**config.mk**
```make
export PLATFORM = sky130hd
export DESIGN_NAME = decoder_8b10b_sync_ctrl
export DESIGN_NICKNAME = d
export VERILOG_FILES = /design/src/rtl/decoder_8b10b_pkg.sv /design/src/rtl/decoder_8b10b_comma_detect.sv /design/src/rtl/decoder_8b10b_sync_ctrl.sv
export SDC_FILE = /design/constraint.sdc
export NUM_CORES = 1
export LEC_CHECK = 0
export ABC_AREA = 1
export ABC_CLOCK_PERIOD_IN_PS = 2040
export BUFFER_PORTS_ARGS = -buffer_cell sky130_fd_sc_hd__buf_2
export CORE_ASPECT_RATIO = 1.1
export CORE_MARGIN = 2
export CORE_UTILIZATION = 25
export DETAILED_ROUTE_END_ITERATION = 12
export SLEW_MARGIN = 15
export SYNTH_ARGS = -nofsm -noshare
export SYNTH_HDL_FRONTEND = slang
export SYNTH_SLANG_ARGS = --single-unit
```
**constraint.sdc**
```tcl
create_clock -name i_clk -period 2.04 [get_ports i_clk]
set_input_delay 0.306 -clock i_clk [delete_from_list [all_inputs] [get_ports i_clk]]
set_output_delay 0.306 -clock i_clk [all_outputs]
set_load 0.005 [all_outputs]
```
**src/rtl/decoder_8b10b_pkg.sv**
```systemverilog
// Shared encodings for the 8B/10B link synchronisation controller.
package decoder_8b10b_pkg;

  typedef enum logic [1:0] {
    ST_LOS  = 2'd0,
    ST_ACQ  = 2'd1,
    ST_SYNC = 2'd2,
    ST_WAIT = 2'd3
  } state_t;

  localparam logic [7:0] K28_5 = 8'hBC;
  localparam int         CNT_W = 8;

endpackage

```
**src/rtl/decoder_8b10b_comma_detect.sv**
```systemverilog
// Per-word comma classification and error flag for the sync controller; purely combinational.
module decoder_8b10b_comma_detect
  import decoder_8b10b_pkg::*;
#(
  parameter int         DATA_BYTES = 2,
  parameter logic [7:0] COMMA_CHAR = K28_5
) (
  input  logic                    i_valid,
  input  logic [DATA_BYTES*8-1:0] i_data,
  input  logic [DATA_BYTES-1:0]   i_datak,
  input  logic [DATA_BYTES-1:0]   i_not_in_table,
  input  logic [DATA_BYTES-1:0]   i_disp_err,
  output logic                    o_comma_lane0,
  output logic                    o_comma_misplaced,
  output logic                    o_err
);

  logic [DATA_BYTES-1:0] w_comma;

  generate
    for (genvar gi = 0; gi < DATA_BYTES; gi++) begin : g_lane
      assign w_comma[gi] = i_valid & i_datak[gi] & (i_data[gi*8 +: 8] == COMMA_CHAR);
    end
  endgenerate

  // A lane-0 comma wins: only a word whose commas all sit in upper lanes asks for a slip.
  assign o_comma_lane0     = w_comma[0];
  assign o_comma_misplaced = ~w_comma[0] & (|(w_comma >> 1));
  assign o_err             = i_valid & (|(i_not_in_table | i_disp_err));

endmodule

```
**src/rtl/decoder_8b10b_sync_ctrl.sv**
```systemverilog
// Link sync FSM (LOS/ACQ/SYNC/WAIT) with slip/compliance control and gated data forwarding.
// Define DECODER_SYNC_STATS_EN to add the o_err_total / o_loss_count statistics ports.
module decoder_8b10b_sync_ctrl
  import decoder_8b10b_pkg::*;
#(
  parameter int         DATA_BYTES = 2,
  parameter logic [7:0] COMMA_CHAR = K28_5,
  parameter int         ACQ_COMMAS = 3,
  parameter int         ERR_THRESH = 4,
  parameter int         GOOD_RUN   = 4,
  parameter int         SLIP_WAIT  = 8
) (
  input  logic                    i_clk,
  input  logic                    i_rst,
  input  logic                    i_valid,
  input  logic [DATA_BYTES*8-1:0] i_data,
  input  logic [DATA_BYTES-1:0]   i_datak,
  input  logic [DATA_BYTES-1:0]   i_not_in_table,
  input  logic [DATA_BYTES-1:0]   i_disp_err,
  output logic                    o_dec_enable,
  output logic                    o_dec_compliance,
  output logic                    o_slip,
  output logic                    o_sync,
  output logic [1:0]              o_state,
  output logic [3:0]              o_err_count,
`ifdef DECODER_SYNC_STATS_EN
  output logic [15:0]             o_err_total,
  output logic [7:0]              o_loss_count,
`endif
  output logic                    o_valid,
  output logic [DATA_BYTES*8-1:0] o_data,
  output logic [DATA_BYTES-1:0]   o_datak
);

  localparam logic [CNT_W-1:0] ACQ_LAST  = CNT_W'(ACQ_COMMAS - 1);
  localparam logic [CNT_W-1:0] GOOD_LAST = CNT_W'(GOOD_RUN - 1);
  localparam logic [CNT_W-1:0] WAIT_LAST = CNT_W'(SLIP_WAIT - 1);
  localparam logic [3:0]       ERR_LIM   = 4'(ERR_THRESH);

  logic w_comma0, w_misplaced, w_err, w_err_sync;
  logic [3:0] w_err_inc;

  state_t           r_state, r_state_next;
  logic [CNT_W-1:0] r_acq, r_acq_next, r_good, r_good_next, r_wait, r_wait_next;
  logic [3:0]       r_err, r_err_next;
  logic             r_slip, r_slip_next, r_comp, r_comp_next;
  logic             r_dec_enable, r_sync, r_valid;
  logic [DATA_BYTES*8-1:0] r_data;
  logic [DATA_BYTES-1:0]   r_datak;

  decoder_8b10b_comma_detect #(
    .DATA_BYTES(DATA_BYTES),
    .COMMA_CHAR(COMMA_CHAR)
  ) u_comma (
    .i_valid          (i_valid),
    .i_data           (i_data),
    .i_datak          (i_datak),
    .i_not_in_table   (i_not_in_table),
    .i_disp_err       (i_disp_err),
    .o_comma_lane0    (w_comma0),
    .o_comma_misplaced(w_misplaced),
    .o_err            (w_err)
  );

  // Once aligned, a comma in the wrong lane is treated as corruption rather than a slip request.
  assign w_err_sync = w_err | w_misplaced;
  assign w_err_inc  = (r_err == 4'hF) ? r_err : r_err + 4'd1;

  always_comb begin
    r_state_next = r_state;
    r_acq_next   = r_acq;
    r_good_next  = r_good;
    r_err_next   = r_err;
    r_wait_next  = r_wait;
    r_slip_next  = 1'b0;
    r_comp_next  = 1'b0;
    case (r_state)
      ST_LOS: begin
        if (w_comma0 && !w_err) begin
          r_state_next = ST_ACQ;
          r_acq_next   = CNT_W'(1);
        end else if (w_misplaced) begin
          r_state_next = ST_WAIT;
          r_slip_next  = 1'b1;
          r_wait_next  = '0;
        end
      end
      ST_ACQ: begin
        if (w_err) begin
          r_state_next = ST_LOS;
          r_comp_next  = 1'b1;
        end else if (w_misplaced) begin
          r_state_next = ST_WAIT;
          r_slip_next  = 1'b1;
          r_wait_next  = '0;
        end else if (w_comma0) begin
          if (r_acq >= ACQ_LAST) begin
            r_state_next = ST_SYNC;
            r_err_next   = '0;
            r_good_next  = '0;
          end else begin
            r_acq_next = r_acq + CNT_W'(1);
          end
        end
      end
      ST_SYNC: begin
        if (w_err_sync) begin
          r_good_next = '0;
          r_err_next  = w_err_inc;
          if (w_err_inc >= ERR_LIM) begin
            r_state_next = ST_LOS;
            r_comp_next  = 1'b1;
          end
        end else if (i_valid) begin
          if (r_good >= GOOD_LAST) begin
            r_good_next = '0;
            if (r_err != 4'd0) r_err_next = r_err - 4'd1;
          end else begin
            r_good_next = r_good + CNT_W'(1);
          end
        end
      end
      default: begin
        if (r_wait >= WAIT_LAST) r_state_next = ST_LOS;
        else r_wait_next = r_wait + CNT_W'(1);
      end
    endcase
  end

  always_ff @(posedge i_clk) begin
    if (i_rst) begin
      r_state      <= ST_LOS;
      r_acq        <= '0;
      r_good       <= '0;
      r_err        <= '0;
      r_wait       <= '0;
      r_slip       <= 1'b0;
      r_comp       <= 1'b0;
      r_dec_enable <= 1'b1;
      r_sync       <= 1'b0;
      r_valid      <= 1'b0;
      r_data       <= '0;
      r_datak      <= '0;
    end else begin
      r_state      <= r_state_next;
      r_acq        <= r_acq_next;
      r_good       <= r_good_next;
      r_err        <= r_err_next;
      r_wait       <= r_wait_next;
      r_slip       <= r_slip_next;
      r_comp       <= r_comp_next;
      r_dec_enable <= (r_state_next != ST_WAIT);
      r_sync       <= (r_state_next == ST_SYNC);
      // The word that knocks the link out of SYNC is dropped, not forwarded.
      r_valid      <= i_valid && (r_state == ST_SYNC) && (r_state_next == ST_SYNC);
      r_data       <= i_data;
      r_datak      <= i_datak;
    end
  end

`ifdef DECODER_SYNC_STATS_EN
  logic [15:0] r_err_total;
  logic [7:0]  r_loss_count;

  always_ff @(posedge i_clk) begin
    if (i_rst) begin
      r_err_total  <= '0;
      r_loss_count <= '0;
    end else begin
      if (r_state == ST_SYNC && w_err_sync && r_err_total != 16'hFFFF)
        r_err_total <= r_err_total + 16'd1;
      if (r_state == ST_SYNC && r_state_next == ST_LOS && r_loss_count != 8'hFF)
        r_loss_count <= r_loss_count + 8'd1;
    end
  end

  assign o_err_total  = r_err_total;
  assign o_loss_count = r_loss_count;
`endif

  assign o_dec_enable     = r_dec_enable;
  assign o_dec_compliance = r_comp;
  assign o_slip           = r_slip;
  assign o_sync           = r_sync;
  assign o_state          = r_state;
  assign o_err_count      = r_err;
  assign o_valid          = r_valid;
  assign o_data           = r_data;
  assign o_datak          = r_datak;

endmodule
```
# Yosys cells after proc, flatten, opt, wreduce, memory -nomap -nowiden
# Cells that the tools add are included.
# word_totals
mem_bits_ro	0
mem_bits_rw	0
wordCells	109
ff_bits	53
memories	0
output_inout_bits	29
latchBits	0
# op_classes
shift	0
mul	0
n_reduce_logical	13
eq_ne	18
n_lt_le_gt_ge	4
div_mod_pow	0
n_bitwise	10
mux	47
addsub	5
# ops
cell	count
$mux 8	16
$mux 4	9
$pmux 8 s2	2
$add 8x1->8 const B	3
$pmux 8 s3	1
$mux 2	9
$eq 8x8->1 const B	2
$ge 8x2->1 const B	2
$ne 2x2->1 const B	8
$reduce_and 6->1	2
$ne 3x3->1 const B	3
$ge 8x3->1 const B	1
$pmux 4 s2	1
$reduce_and 8->1	1
$and 1x1->1	6
$mux 1	6
$pmux 2 s3	1
$add 4x1->4 const B	1
$eq 2x2->1 const B	2
$eq 4x4->1 const B	1
$ge 4x3->1 const B	1
$pmux 1 s2	2
$reduce_and 4->1	1
$reduce_bool 2->1	2
11 further kinds	14

# Longest topological paths before layout
# logic_depth
ltp_word	9
depth_mapped	13

# By module
# From an unflattened synthesis, not the netlist that was laid out.
# unflattened
cells_unflattened	339
hier_area_um2	2401.1
# modules_own_cells
module	n_inst	cells_per_inst	seq_area_each_um2	area_per_inst_um2
decoder_8b10b_sync_ctrl	1	314	1061.0	2268.4
decoder_8b10b_comma_detect	1	25	0.0	132.6

# Worst setup path before layout
# No wires, ideal clock.
# synth_timing
path_type	reg2reg
startpoint	register r_state[0], in the netlist o_state[0]
endpoint	register r_err[1], in the netlist o_err_count[1]
t_arrival_ns	1.532
setup_slack_ns	0.391
stages_incl_launch_ff	12
setup_time_ns	0.117
required_time_ns	1.923
cell_sequence	dfxtp_1 -> inv_1 -> ha_1 -> buf_2 -> inv_1 -> nor2_1 -> nor2_1 -> nand2_4 -> nor2_8 -> inv_2 -> nor2_1 -> nor2_1
# synth_between
elab_chain_len	3
word_cells_on_any_way	12
classes_between	eq/ne: 9; mux: 1; reduce/logical: 2
# synth_rtl
item	line	rtl
start, declared	decoder_8b10b_sync_ctrl.sv:43	state_t r_state, r_state_next;
start signal, assigned	decoder_8b10b_sync_ctrl.sv:145	r_state <= r_state_next;
$eq 2x2->1 or $eq 2x1->1 (tied branches)	decoder_8b10b_sync_ctrl.sv:77	case (r_state)
$ne 3x3->1 (no source line), or another cell as far along	n/a	
$reduce_and 8->1 (no source line)	n/a	
end signal, assigned	decoder_8b10b_sync_ctrl.sv:148	r_err <= r_err_next;
end, declared	decoder_8b10b_sync_ctrl.sv:45	logic [3:0] r_err, r_err_next;
# Parallel ways exist; a longest one is shown, timed or not.
# A chain may end at the register's enable or synchronous reset.

# Worst setup path after layout
# layout_timing
startpoint	register r_state[1], in the netlist o_state[1]
endpoint	register r_wait[1]
# layout_between
elab_chain_len	3
word_cells_on_any_way	9
classes_between	eq/ne: 5; mux: 1; bitwise: 1; reduce/logical: 2
# layout_rtl
item	line	rtl
$eq 2x1->1, or another cell as far along	decoder_8b10b_sync_ctrl.sv:77	
$ne 3x1->1 (no source line), or another cell as far along	n/a	
$reduce_and 4->1 (no source line)	n/a	
end signal, assigned	decoder_8b10b_sync_ctrl.sv:149	r_wait <= r_wait_next;
end, declared	decoder_8b10b_sync_ctrl.sv:44	logic [CNT_W-1:0] r_acq, r_acq_next, r_good, r_good_next, r_wait, r_wait_next;
# Parallel ways exist; a longest one is shown, timed or not.

==> impl_metrics.py <==
metrics = {
    "run_status": {
        "status": "completed",
    },
    "yosys": {
        "synthFlopType": "dfxtp_1",
        "synthCells": 327,
        "seq_area_frac_synth_pct": 43.2,
        "ys_async_sr_fraction_pct": 0,
        "yosysMostFrequentCell": "nor2_1",
        "synth_top_area_cell": "dfxtp_1",
        "ys_ff_latch": 53,
        "synth_edf_count": 0,
        "synthDistinctLibCells": 33,
        "ys_top_cells_by_count": "63 x nor2_1, 53 x dfxtp_1, 53 x nand2_1",
        "ys_top_cells_by_area": "dfxtp_1 43%, nor2_1 9.6%, nand2_1 8.1%",
        "syn-cell-area_mm2": 0.00246,
        "yosys_warnings": 0,
        "syn_area_per_cell_um2": 7.52,
        "syn-num-nets": 363,
        "netlist.area_leader.share_pct": 43.2,
    },
    "global_route": {
        "antenna_found_initial": 0,
        "track_usage_pct": 9.80,
        "overflow": 0,
        "grt_pass1_wl_um": 8600,
        "grt_max_degree": 24,
        "first_global_vias": 1978,
    },
    "power": {
        "p_int_mw": 1.59,
        "switching_share_pct": 20.5,
        "pwr-share-comb_pct": 5.8,
        "irDropWorstVdd_v": 0.000249,
        "powerDensity_mw_per_mm2": 668,
        "pwr-share-clk_pct": 41.3,
        "p_leak_nw": 1.44,
        "seqPwrFrac_pct": 53.0,
        "p_switching_uw": 408,
        "p_total_mw": 1.99,
    },
    "clock_tree": {
        "htree_levels": 2,
        "cts.sinks": 53,
        "clk_pin_slew_ns": 0.10,
        "clock_tree.root_cell": "clkbuf_8",
        "cts_tree": "built",
        "cts.path.max_buffers": 2,
        "cts_buffers": 5,
        "clk_latency_ns": 0.30,
        "cts_setup_buffers": 0,
    },
    "layout": {
        "fillers": 1036,
        "num-nets-final": 417,
        "ff_latch_area_mm2": 0.00106,
        "diodes": 0,
        "drive_gt1_share_pct": 24.9,
        "area_growth_pct": 21.4,
        "multi_input_area_mm2": 0.00117,
        "fin_cells": 499,
    },
    "routing": {
        "vias_per_cell": 4.21,
        "drtIter0Drc": 58,
        "post_drt_wl_per_cell_um": 10.1,
        "drc": 0,
        "first_pass_iters": 4,
        "postRouteWirelength_um": 5060,
        "vias": 2100,
        "ant_nets": 0,
    },
    "place": {
        "place_ws_ns": 0.153,
        "placed_cells": 491,
        "gp_congestion": 0.850,
        "dp_hpwl_um": 3900,
        "port_buffers": 53,
    },
    "die": {
        "die_area_mm2": 0.0106,
        "start_util_pct": 26.0,
        "row_count": 37,
        "core_region_area_mm2": 0.00944,
        "io-pin-count": 54,
        "die_w_um": 98.6,
        "die_h_um": 108,
    },
    "worst_setup_path": {
        "ff2ff_path_depth": 8,
        "required_ns": 2.23,
        "crit_path_start_kind": "flop",
        "r2r-end": "r_wait[1]$_SDFFE_PP0P_",
        "cp-end-kind": "flop",
        "r2r_setup_slack_ns": 0.22,
        "regToRegStartpoint": "o_state[1]$_SDFF_PP0_",
        "cp.arrival_ns": 2.01,
        "path_class": "reg -> reg",
        "critPathMaxFanout": 11,
        "startpoint": "o_state[1]$_SDFF_PP0_",
    },
    "timing": {
        "fin_ws_ns": 0.225,
        "timing.setup.tns_ns": 0,
        "finalCritPeriodShare_pct": 89.0,
        "maxSlewViolCount": 0,
        "setup_violations": 0,
        "slew_headroom_pct": 59.3,
        "rsz0062_at_grt": "no",
        "worstMarginPinSlew_ns": 0.610,
        "fmax_mhz": 551,
        "finalHoldViolCount": 0,
        "fin_skew_ns": 0.00869,
        "layout_min_cycle_time_ns": 1.82,
        "hold_ws_ns": 0.212,
    },
    "min_path": {
        "hold_path.class": "in -> reg",
        "min_from": "i_data[11]",
        "hold_end": "o_data[11]$_SDFF_PP0_",
        "whs_path_depth": 3,
    },
    "job": {
        "max_cap_violations": 0,
    },
}
==> layout by cell type, fill, tap and decap left out, types with 2 or more instances in the layout <==
cell       count
nand3_2        5
bufinv_16      2
a21oi_1        6
nor2_2         2
clkbuf_8       5
a21oi_2        3
nand3_1       14
nand2_2        7
buf_2         53
clkinv_2       2
o21ai_0       12
inv_1         47
nand4_1        6
nand2_4        4
nor2_1        63
o2111ai_1      2
ha_1           9
nand2_1       53
buf_4          2
nor3_1        10
o21ai_1        2
dfxtp_1       53
inv_2          4
ha_2           2
or2_1          2
xor2_1         3
==> sequential cells by signal (all words and copies together), names as in the netlist <==
register	cells
o_data	16
r_acq	8
r_good	8
r_wait	8
o_err_count	4
o_datak	2
o_state	2
o_dec_compliance	1
o_dec_enable	1
o_slip	1
o_sync	1
o_valid	1
==> worst max-delay path, stage by stage (launching register included) <==
cell	delay, ns
dfxtp_1	0.43
inv_1	0.12
ha_2	0.27
nand3_1	0.12
o21ai_0	0.12
a21oi_2	0.20
nand3_4	0.15
o21ai_2	0.22
nor2_1	0.07
==> cell type report <==
type / count / area share (%)
flip-flops and latches: 53 / 35.6
well taps: 117 / 4.91
multi-input cells: 214 / 39.1
clock buffers: 5 / 2.31
clock inverters: 3 / 2.18
repair buffers: 55 / 9.39
inverters: 52 / 6.58
==> cells by family after synthesis <==
family	synth area share, %
AOI/OAI and AO/OA	6.87
xor gates and xnor gates	1.43
adders and majority gates	5.60
buffers and inverters	9.62
DFF	43.2
and+or+nand+nor	33.3
==> worst max path at each step <==
stage / endpoint / slack [ns] / cells past startpoint
2_1_floorplan: o_err_count[1]$_SDFFE_PP0P_ / 0.39 / 11
3_3_place_gp: r_wait[1]$_SDFFE_PP0P_ / 0.19 / 8
3_5_place_dp: r_wait[1]$_SDFFE_PP0P_ / 0.15 / 8
4_1_cts: r_wait[1]$_SDFFE_PP0P_ / 0.13 / 8
5_1_grt: r_acq[0]$_SDFFE_PP0P_ / 0.05 / 7
6_report: r_wait[1]$_SDFFE_PP0P_ / 0.22 / 8
==> power groups by stage <==
stage	logic [mW]	registers [mW]	clock network [mW]
2_1_floorplan	0.0536	1.09	0
3_3_place_gp	0.114	1.08	0
3_5_place_dp	0.116	1.08	0
4_1_cts	0.117	1.06	0.847
5_1_grt	0.131	1.06	0.887
6_report	0.115	1.06	0.823
==> routing by layer <==
metal	share of wire [%]	vias up	global-route usage, %
met4	0.99	0	2.94
met5	0	-	0
met2	43	55	16.3
li1	-	1117	-
met1	50	923	12.6
met3	6.3	5	2.39
==> what timing repair did <==
item                                    CTS  global route
endpoints found under the hold margin     0             0
resized for setup                         0             2
hold buffers                              0             0
endpoints found under the setup margin    0             8
==> stage by stage <==
stage          util, %  area (µm²)
2_1_floorplan        -        2460
3_3_place_gp      30.1        2850
3_5_place_dp      30.1        2850
4_1_cts           31.5        2980
5_1_grt           31.6        2980
6_report          31.6        2980
Note: power is estimated with default switching activity, not from simulation.
